### src/rtl/arm_pkg.sv
// Shared definitions for the arm_processor pipeline: fetch FSM encoding and
// fetch address constants.
package arm_pkg;

  typedef enum logic [1:0] {
    FETCH_IDLE = 2'd0,
    FETCH_REQ  = 2'd1,
    FETCH_DROP = 2'd2,
    FETCH_SKID = 2'd3
  } fetch_state_t;

  localparam logic [31:0] RESET_PC_DEFAULT = 32'h0000_0000;
  localparam int          INSTR_BYTES      = 4;

endpackage

### src/rtl/fetch_skid_buf.sv
// One-entry parking register for a fetched word that arrived while the
// IF/ID output register was frozen with a live instruction.
module fetch_skid_buf #(
  parameter int ADDR_W = 32,
  parameter int DATA_W = 32
) (
  input  logic              clk,
  input  logic              rst,
  input  logic              i_load,
  input  logic              i_clear,
  input  logic [ADDR_W-1:0] i_pc,
  input  logic [DATA_W-1:0] i_instr,
  output logic              o_valid,
  output logic [ADDR_W-1:0] o_pc,
  output logic [DATA_W-1:0] o_instr
);

  logic              r_valid;
  logic [ADDR_W-1:0] r_pc;
  logic [DATA_W-1:0] r_instr;

  // Park a word on load; a clear (unload or branch flush) wins over load.
  always_ff @(posedge clk or negedge rst) begin
    if (!rst) begin
      r_valid <= 1'b0;
      r_pc    <= '0;
      r_instr <= '0;
    end else if (i_clear) begin
      r_valid <= 1'b0;
    end else if (i_load) begin
      r_valid <= 1'b1;
      r_pc    <= i_pc;
      r_instr <= i_instr;
    end
  end

  assign o_valid = r_valid;
  assign o_pc    = r_pc;
  assign o_instr = r_instr;

endmodule

### src/rtl/fetch_stage.sv
// Instruction-fetch stage: owns the PC, drives a req/ack instruction memory
// port of variable latency, and presents {valid, pc+4, instr} to IF/ID.
module fetch_stage
  import arm_pkg::*;
#(
  parameter int                ADDR_W   = 32,
  parameter int                DATA_W   = 32,
  parameter logic [ADDR_W-1:0] RESET_PC = ADDR_W'(RESET_PC_DEFAULT)
) (
  input  logic              clk,
  input  logic              rst,
  input  logic              freeze,
  input  logic              branch_taken,
  input  logic [ADDR_W-1:0] branch_addr,
  output logic              imem_req,
  output logic [ADDR_W-1:0] imem_addr,
  input  logic              imem_ack,
  input  logic [DATA_W-1:0] imem_rdata,
  output logic              if_valid,
  output logic [ADDR_W-1:0] if_pc,
  output logic [DATA_W-1:0] if_instr
);

  localparam logic [ADDR_W-1:0] STEP = ADDR_W'(INSTR_BYTES);

  fetch_state_t      r_state;
  fetch_state_t      w_nextState;
  logic [ADDR_W-1:0] r_pc;
  logic [ADDR_W-1:0] r_addrQ;
  logic              r_ifValid;
  logic [ADDR_W-1:0] r_ifPc;
  logic [DATA_W-1:0] r_ifInstr;

  logic              w_canIssue;
  logic              w_issuePc;
  logic              w_issueBranch;
  logic              w_pcToBranch;
  logic              w_captureMem;
  logic              w_captureSkid;
  logic              w_skidLoad;
  logic              w_skidClear;
  logic              w_skidValid;
  logic [ADDR_W-1:0] w_skidPc;
  logic [DATA_W-1:0] w_skidInstr;

  assign w_canIssue  = !(freeze && r_ifValid);
  assign w_skidClear = branch_taken || w_captureSkid;

  // State register.
  always_ff @(posedge clk or negedge rst) begin
    if (!rst) r_state <= FETCH_IDLE;
    else      r_state <= w_nextState;
  end

  // Next state plus the datapath strobes for this cycle; a branch always beats freeze.
  always_comb begin
    w_nextState   = r_state;
    w_issuePc     = 1'b0;
    w_issueBranch = 1'b0;
    w_pcToBranch  = 1'b0;
    w_captureMem  = 1'b0;
    w_captureSkid = 1'b0;
    w_skidLoad    = 1'b0;
    unique case (r_state)
      FETCH_IDLE: begin
        if (branch_taken) begin
          w_issueBranch = 1'b1;
          w_nextState   = FETCH_REQ;
        end else if (w_canIssue) begin
          w_issuePc   = 1'b1;
          w_nextState = FETCH_REQ;
        end
      end
      FETCH_REQ: begin
        if (imem_ack && branch_taken) begin
          w_issueBranch = 1'b1;
        end else if (branch_taken) begin
          w_pcToBranch = 1'b1;
          w_nextState  = FETCH_DROP;
        end else if (imem_ack && (!freeze || !r_ifValid)) begin
          w_captureMem = 1'b1;
          if (!freeze) w_issuePc   = 1'b1;
          else         w_nextState = FETCH_IDLE;
        end else if (imem_ack) begin
          w_skidLoad  = 1'b1;
          w_nextState = FETCH_SKID;
        end
      end
      FETCH_DROP: begin
        if (branch_taken) w_pcToBranch = 1'b1;
        if (imem_ack)     w_nextState  = FETCH_IDLE;
      end
      FETCH_SKID: begin
        if (branch_taken) begin
          w_pcToBranch = 1'b1;
          w_nextState  = FETCH_IDLE;
        end else if (!freeze && w_skidValid) begin
          w_captureSkid = 1'b1;
          w_nextState   = FETCH_IDLE;
        end
      end
      default: w_nextState = FETCH_IDLE;
    endcase
  end

  // Memory port outputs: a request is live while waiting for data, including a dropped one.
  always_comb begin
    imem_req  = (r_state == FETCH_REQ) || (r_state == FETCH_DROP);
    imem_addr = r_addrQ;
  end

  // PC and fetch-address registers; addresses wrap modulo 2^ADDR_W.
  always_ff @(posedge clk or negedge rst) begin
    if (!rst) begin
      r_pc    <= RESET_PC;
      r_addrQ <= '0;
    end else if (w_issueBranch) begin
      r_addrQ <= branch_addr;
      r_pc    <= branch_addr + STEP;
    end else if (w_issuePc) begin
      r_addrQ <= r_pc;
      r_pc    <= r_pc + STEP;
    end else if (w_pcToBranch) begin
      r_pc <= branch_addr;
    end
  end

  // IF/ID output register: flush on branch, load on capture, drop the bubble when not frozen.
  always_ff @(posedge clk or negedge rst) begin
    if (!rst) begin
      r_ifValid <= 1'b0;
      r_ifPc    <= '0;
      r_ifInstr <= '0;
    end else if (branch_taken) begin
      r_ifValid <= 1'b0;
    end else if (w_captureMem) begin
      r_ifValid <= 1'b1;
      r_ifPc    <= r_addrQ + STEP;
      r_ifInstr <= imem_rdata;
    end else if (w_captureSkid) begin
      r_ifValid <= 1'b1;
      r_ifPc    <= w_skidPc;
      r_ifInstr <= w_skidInstr;
    end else if (!freeze) begin
      r_ifValid <= 1'b0;
    end
  end

  assign if_valid = r_ifValid;
  assign if_pc    = r_ifPc;
  assign if_instr = r_ifInstr;

  fetch_skid_buf #(
    .ADDR_W (ADDR_W),
    .DATA_W (DATA_W)
  ) u_skid (
    .clk     (clk),
    .rst     (rst),
    .i_load  (w_skidLoad),
    .i_clear (w_skidClear),
    .i_pc    (r_addrQ + STEP),
    .i_instr (imem_rdata),
    .o_valid (w_skidValid),
    .o_pc    (w_skidPc),
    .o_instr (w_skidInstr)
  );

endmodule

### config.mk
export PLATFORM = sky130hd
export DESIGN_NAME = fetch_stage
export DESIGN_NICKNAME = d
export VERILOG_FILES = /design/src/rtl/arm_pkg.sv /design/src/rtl/fetch_skid_buf.sv /design/src/rtl/fetch_stage.sv
export SDC_FILE = /design/constraint.sdc
export NUM_CORES = 1
export LEC_CHECK = 0
export CORE_AREA = 2 2 188 190
export CTS_CLUSTER_SIZE = 28
export DETAILED_ROUTE_END_ITERATION = 10
export DIE_AREA = 0 0 190 192
export PLACE_DENSITY = 0.6
export SYNTH_ARGS = -nofsm -noshare
export SYNTH_HDL_FRONTEND = slang
export SYNTH_SLANG_ARGS = --single-unit
### constraint.sdc
create_clock -name clk -period 2.1 [get_ports clk]
set_clock_uncertainty 0.2 [all_clocks]
set_input_delay 0.315 -clock clk [delete_from_list [all_inputs] [get_ports clk]]
set_output_delay 0.315 -clock clk [all_outputs]
set_load 0.01 [all_outputs]
==> reports/metrics.yaml, run 1 <==
status:
  outcome: "finished with violations"
  violations: "negative setup slack"
timing:
  slew_violations: 0
  period_needed_ns: 2.22
  timing.hold.ws_ns: 0.0866
  finalHoldViolCount: 0
  fin_ws_ns: -0.122
  worstMarginPinSlew_ns: 0.410
  fin_crit_sh_pct: 106
  grt_setup_unrepaired: "true"
  fin_tns_setup_ns: -4.63
  setup_viol: 119
  fmax_ghz: 0.450
  slew_headroom_pct: 72.6
place:
  dp.cells: 1910
  hpwl_mm: 24.1
  io_buffers: 166
  post_dp_cell_area_um2: 14000
  place_congestion: 0.918
route:
  dr.first_iter.drc_count: 862
  drc: 0
  met2WireLength_mm: 17.7
  first_pass_iters: 8
  ant_nets: 0
  wl_met3_mm: 2.43
  wl_met1_mm: 15.8
  wl_per_cell_um: 18.4
  vias: 10205
  top_layer: "met4"
  wirelength_mm: 36.8
  avgViaCountPerCell: 5.10
layout:
  antenna_cells: 0
  fin_nets: 1610
  fin_cells: 2001
  layout-drive-gt1-share_pct: 29.6
  multiInputGateArea_um2: 5730
  fillers: 3166
  fin_util_pct: 47.3
  areaGrowthSynthToFinish_pct: 58.5
  regArea_um2: 4900
  postLayoutCellArea_um2: 16200
global_route:
  grt_overflow: 0
  antenna_found_initial: 0
  grt_pass1_vias: 9538
  grt_max_degree: 55
  grt_first_pass_wirelength_mm: 52.1
  track_usage_pct: 18.3
pwr:
  cellPowerDensity_nw_per_um2: 1330
  power_frac_seq_pct: 31.0
  comb_power_share_pct: 54.2
  swShare_pct: 39.0
  p_switching_uw: 8430
  power.internal_uw: 13200
  p_leak_uw: 0.00715
  p_clk_share_pct: 14.8
  max-vdd-ir-drop_uv: 614
logic_synthesis:
  synth-adder-area-share_pct: 0.978
  async_flop_share_pct: 100
  synth_nets: 1229
  yosys.area.top_type_share_pct: 47.9
  synth_top_cell_by_area: "dfrtp_1"
  synthTopCellsByArea: "dfrtp_1 48%, nand2_1 10%, mux2i_1 4.4%, a21oi_1 3.0%, nor2_1 3.0%"
  ys_warn_count: 0
  synth_compound_area_share_pct: 14.8
  synth_edf_count: 0
  synth-main-ff-cell: "dfrtp_1"
  synth-xor-area-share_pct: 2.74
  avgSynthCellArea_um2: 8.88
  yosysMostFrequentCell: "nand2_1"
  synth_mux_area_share_pct: 7.15
  synthesis.area_um2: 10200
  ys_ff_latch: 196
  synth_common_cells: "284 x nand2_1, 196 x dfrtp_1, 82 x nor2_1"
  synth.distinct_cells: 64
  ys_seq_area_share_pct: 47.9
  synthCells: 1152
  synth-simple-area-share_pct: 22.6
  synth_top_family_by_area: "simple AND/OR/NAND/NOR gates"
clocking:
  root_buffer: "clkbuf_16"
  htree_levels: 4
  cts.clk_slew.worst_paths_ns: 0.08
  cts_tree: "built"
  clk_latency_ns: 0.44
  clock-sinks: 196
  numCtsBuffers: 17
  cts_buffer_depth: 2
critical_path:
  critPathKind: "flip-flop to flip-flop"
  critPathCaptureType: "flip-flop"
  crit_path_max_fanout: 7
  required_ns: 2.20
  crit_arrival_ns: 2.32
  cp-start-kind: "flip-flop"
floorplanning:
  die_height_um: 192
  num_rows: 68
  core_um2: 34300
  io_pins: 167
  die_w_um: 190
  die-area_um2: 36500
  start_util_pct: 29.8
run:
  drv_cap: 0
hold_path:
  hp-class: "input pin to flip-flop"
## per-stage QoR
| step | setup slack (ns) | power (µW) |
|---|---|---|
| 2_1_floorplan | -0.0264 | 11000 |
| 3_3_place_gp | -0.782 | 16300 |
| 3_5_place_dp | -0.835 | 16400 |
| 4_1_cts | -0.0874 | 20600 |
| 5_1_grt | -0.222 | 22900 |
| 6_report | -0.122 | 21600 |
## routing by layer
| metal | global-route usage, % | vias to the layer above |
|---|---|---|
| met5 | 0 | - |
| met1 | 24.6 | 4964 |
| met2 | 30.2 | 377 |
| met3 | 3.33 | 47 |
| met4 | 4.86 | 0 |
| li1 | - | 4817 |
## power by group through the flow
stage	registers [µW]	clock network [µW]	logic [µW]
after CTS	6630	3290	10600
after detailed placement	6690	0	9730
after floorplan	7120	0	3920
final	6700	3210	11700
after global placement	6640	0	9640
after global routing	6910	3440	12600
## layout make-up
| class | instances | share of cell area [%] |
|---|---|---|
| clock buffer | 19 | 2.67 |
| tap | 455 | 3.51 |
| inverter | 19 | 0.455 |
| multi-input combinational | 867 | 35.4 |
| timing repair buffer | 432 | 26.9 |
| clock inverter | 13 | 0.856 |
| sequential | 196 | 30.2 |
## placed cells by master, fill, tap and decap left out, drive strengths merged, types with 5 or more instances in the layout
cell           instances
o211ai                 8
a22oi                 29
a211oi                 6
xnor2                 17
clkbuf                33
nor3                  22
and2                   5
nand2                284
dlymetal6s2s           6
xor2                  15
o21ai                 95
nor4                  11
mux2i                 45
ha                     8
a31oi                 12
mux2                  25
dfrtp                196
nor2                  82
a21oi                 62
dlygate4sd2            5
clkdlybuf4s50        153
and4                   5
nand3                 36
inv                   28
buf                  252
and3                  15
nand4                 24
## registers in the layout, indices dropped and copies added (netlist names)
register / cells
if_instr: 32
if_pc: 32
if_valid: 1
imem_addr: 32
r_pc: 32
r_state: 2
u_skid.o_instr: 32
u_skid.o_pc: 32
u_skid.o_valid: 1
## final timing paths
kind	from	to	slack [ns]	cells after the start
worst max-delay path	r_state[0]$_DFFE_PN0P_	r_pc[18]$_DFFE_PN0P_	-0.12	10
worst min-delay path	branch_addr[15]	imem_addr[15]$_DFFE_PN0P_	0.09	4
worst max register to register	r_state[0]$_DFFE_PN0P_	r_pc[18]$_DFFE_PN0P_	-0.12	10
worst min register to register	r_pc[1]$_DFFE_PN0P_	imem_addr[1]$_DFFE_PN0P_	0.27	2
max in group asynchronous	rst	u_skid.o_pc[27]$_DFFE_PN0P_	0.91	3
min in group asynchronous	rst	if_instr[5]$_DFFE_PN0P_	0.18	2
## cells by family after synthesis
family,Yosys count
AND/OR/NAND/NOR,506
AO/OA/AOI/OAI,250
flip-flops,196
buffers and inverters,90
multiplexers,70
XOR/XNOR,32
adder cells (fa/ha/maj),8
## repair_timing
item,4_1_cts,5_1_grt
hold buffers,1,0
pin swaps,36,76
endpoints found under the setup margin,126,180
setup buffers,20,17
endpoints found under the hold margin,131,0
gates resized for setup,103,171
gates cloned,3,19
## worst max-delay path: stages, from the launching register on
cell and delay, ns:
dfrtp_1 0.42, buf_6 0.15, ha_4 0.18, a21o_1 0.20, o211ai_1 0.10, buf_4 0.21, buf_6 0.15, buf_6 0.13
a21oi_1 0.07, o21ai_4 0.15, o311ai_2 0.10
No activity file was read; power rests on OpenSTA's default activity.
==> run 2: changes to the inputs <==
SKIP_CTS_REPAIR_TIMING = 1   (was unset)
==> run 2 against run 1 <==
Critical path type unchanged. Combinational power about the same. Sequential power increased by 1%. Register-to-register slack lost 0.16 ns. Critical endpoint is now r_pc[2]$_DFFE_PN0P_. Sequential share of layout area rose by 0.28 points. The flow still finishes with violations (negative setup slack). Via count fell by 1.8%. Wire length is 2.9% lower. Largest cell class unchanged. Critical path depth is 2 higher.
==> reports/metrics.yaml, run 2 (synthesis results as in run 1) <==
layout:
  fin_util_pct: 46.9  # -0.43 points
  fin_nets: 1598  # -0.75%
  final_common_cell: "nand2_1"
  antenna_cells: 0  # unchanged
  layout-drive-gt1-share_pct: 30.4  # +0.88 points
  areaGrowthSynthToFinish_pct: 57.0
  layout_common_cells: "227 x nand2_1, 196 x dfrtp_1, 187 x buf_4"
floorplanning:
  die_height_um: 192  # unchanged
  die_w_um: 190  # unchanged
  die-area_um2: 36500  # unchanged
  start_util_pct: 29.8  # unchanged
  core_um2: 34300  # unchanged
  num_rows: 68  # unchanged
  io_pins: 167  # unchanged
critical_path:
  reg2reg_slack_ns: -0.28  # -0.16 ns
  critPathKind: "flip-flop to flip-flop"
  critPathCaptureType: "flip-flop"
  endpoint: "r_pc[2]$_DFFE_PN0P_"
  required_ns: 2.23  # +0.03 ns
  cp-start-kind: "flip-flop"
  r2r-end: "r_pc[2]$_DFFE_PN0P_"
  crit_arrival_ns: 2.51  # +0.19 ns
  regToRegStartpoint: "r_state[0]$_DFFE_PN0P_"
  crit_path_max_fanout: 7  # unchanged
  critPathLaunch: "r_state[0]$_DFFE_PN0P_"
  reg2reg_depth: 12  # +2
pwr:
  swShare_pct: 39.1  # +0.11 points
  cellPowerDensity_nw_per_um2: 1350  # +0.89%
  power.internal_uw: 13200  # -0.21%
  p_switching_uw: 8450  # +0.25%
  p_total_uw: 21600  # about the same
  p_clk_share_pct: 14.8  # about the same
  p_leak_uw: 0.00702  # -1.8%
  comb_power_share_pct: 53.7  # -0.5 points
  power_frac_seq_pct: 31.4  # +0.4 points
  max-vdd-ir-drop_uv: 584  # -4.9%
timing:
  finalHoldViolCount: 0  # unchanged
  fin_ws_ns: -0.279  # -0.157 ns
  slew_headroom_pct: 62.4  # -10 points
  period_needed_ns: 2.38  # +0.157 ns
  timing.hold.ws_ns: 0.178  # +0.0913 ns
  worstMarginPinSlew_ns: 0.560  # +0.150 ns
  slew_violations: 0  # unchanged
  fin_crit_sh_pct: 113  # +7.5 points
  fin_tns_setup_ns: -12.31  # -7.68 ns
  setup_viol: 132  # +11%
  fmax_ghz: 0.420  # -6.6%
  grt_setup_unrepaired: "true"
global_route:
  grt_pass1_vias: 9205  # -3.5%
  grt_first_pass_wirelength_mm: 50.5  # -3.2%
  antenna_found_initial: 0  # unchanged
  grt_max_degree: 88  # +60%
  grt_overflow: 0  # unchanged
  track_usage_pct: 17.6  # -0.67 points
route:
  drc: 0  # unchanged
  first_pass_iters: 5  # -3
  wl_per_cell_um: 18.0  # -2.3%
  vias: 10019  # -1.8%
  wirelength_mm: 35.7  # -2.9%
  ant_nets: 0  # unchanged
  avgViaCountPerCell: 5.04  # -1.2%
  dr.first_iter.drc_count: 869  # +0.81%
place:
  io_buffers: 166  # unchanged
  hpwl_mm: 24.1  # unchanged
  place_ws_ns: -0.835  # unchanged
  place_congestion: 0.918  # unchanged
clocking:
  root_buffer: "clkbuf_16"
  cts.clk_slew.worst_paths_ns: 0.08  # about the same
  cts_tree: "built"
  clk_latency_ns: 0.44  # about the same
  clock-sinks: 196  # unchanged
  cts_buffer_depth: 2  # unchanged
  htree_levels: 4  # unchanged
  numCtsBuffers: 17  # unchanged
status:
  violations: "negative setup slack"
  outcome: "finished with violations"
hold_path:
  hp-class: "input pin to async pin"
run:
  drv_cap: 0  # unchanged
-- run 2: changes by cell type in the layout (fill, tap and decap cells not counted), sizes merged, moves of 4 or more --
cell           change
buf                -6
clkdlybuf4s50      +9
dlygate4sd2        -5
clkbuf             -4
dlymetal6s2s       -4
-- run 2: per-stage QoR --
| stage | cells | cell area, µm² |
|---|---|---|
| 2_1_floorplan | 1152 | 10300 |
| 3_3_place_gp | 1910 | 14000 |
| 3_5_place_dp | 1910 | 14000 |
| 4_1_cts | 1942 | 14600 |
| 5_1_grt | 1989 | 16100 |
| 6_report | 1989 | 16100 |
-- run 2: power by group through the flow --
stage,clock (µW),combinational (µW),sequential (µW)
after global placement,0,9640,6640
after detailed placement,0,9730,6690
after global routing,3450,12500,7020
after CTS,3290,9760,6620
after floorplan,0,3920,7120
final,3210,11600,6800
-- run 2: cell type report --
class                           count  area, µm²
Timing Repair Buffer              421       4170
Inverter                           19       71.3
Tap cell                          455        569
Fill cell                        3232      18200
Multi-Input combinational cell    866       5780
Clock inverter                     13        139
Clock buffer                       19        433
Sequential cell                   196       4900
-- run 2: worst min path at each step --
stage	startpoint	slack (ns)	to
floorplan	rst	-0.18	if_instr[0]$_DFFE_PN0P_
global placement	rst	0.08	if_instr[7]$_DFFE_PN0P_
detailed placement	rst	0.08	if_instr[7]$_DFFE_PN0P_
CTS	rst	-0.39	if_instr[5]$_DFFE_PN0P_
global route	rst	0.21	if_instr[5]$_DFFE_PN0P_
finish	rst	0.18	if_instr[5]$_DFFE_PN0P_
-- run 2: layer usage --
layer / wire (µm) / global-route usage (%) / up-vias
met4: 328 / 3.79 / 0
met5: 0 / 0 / -
li1: - / - / 4773
met1: 16000 / 24.2 / 4876
met2: 17400 / 28.9 / 335
met3: 1980 / 3.16 / 35
-- run 2: critical path: stages (launching register included) --
cell and delay (ns):
dfrtp_1 0.42, inv_2 0.08, ha_4 0.17, buf_6 0.12, a21o_1 0.18, buf_6 0.13
o211ai_1 0.09, buf_4 0.21, buf_6 0.13, clkbuf_16 0.14, buf_6 0.09, o22ai_2 0.07
a211o_1 0.22
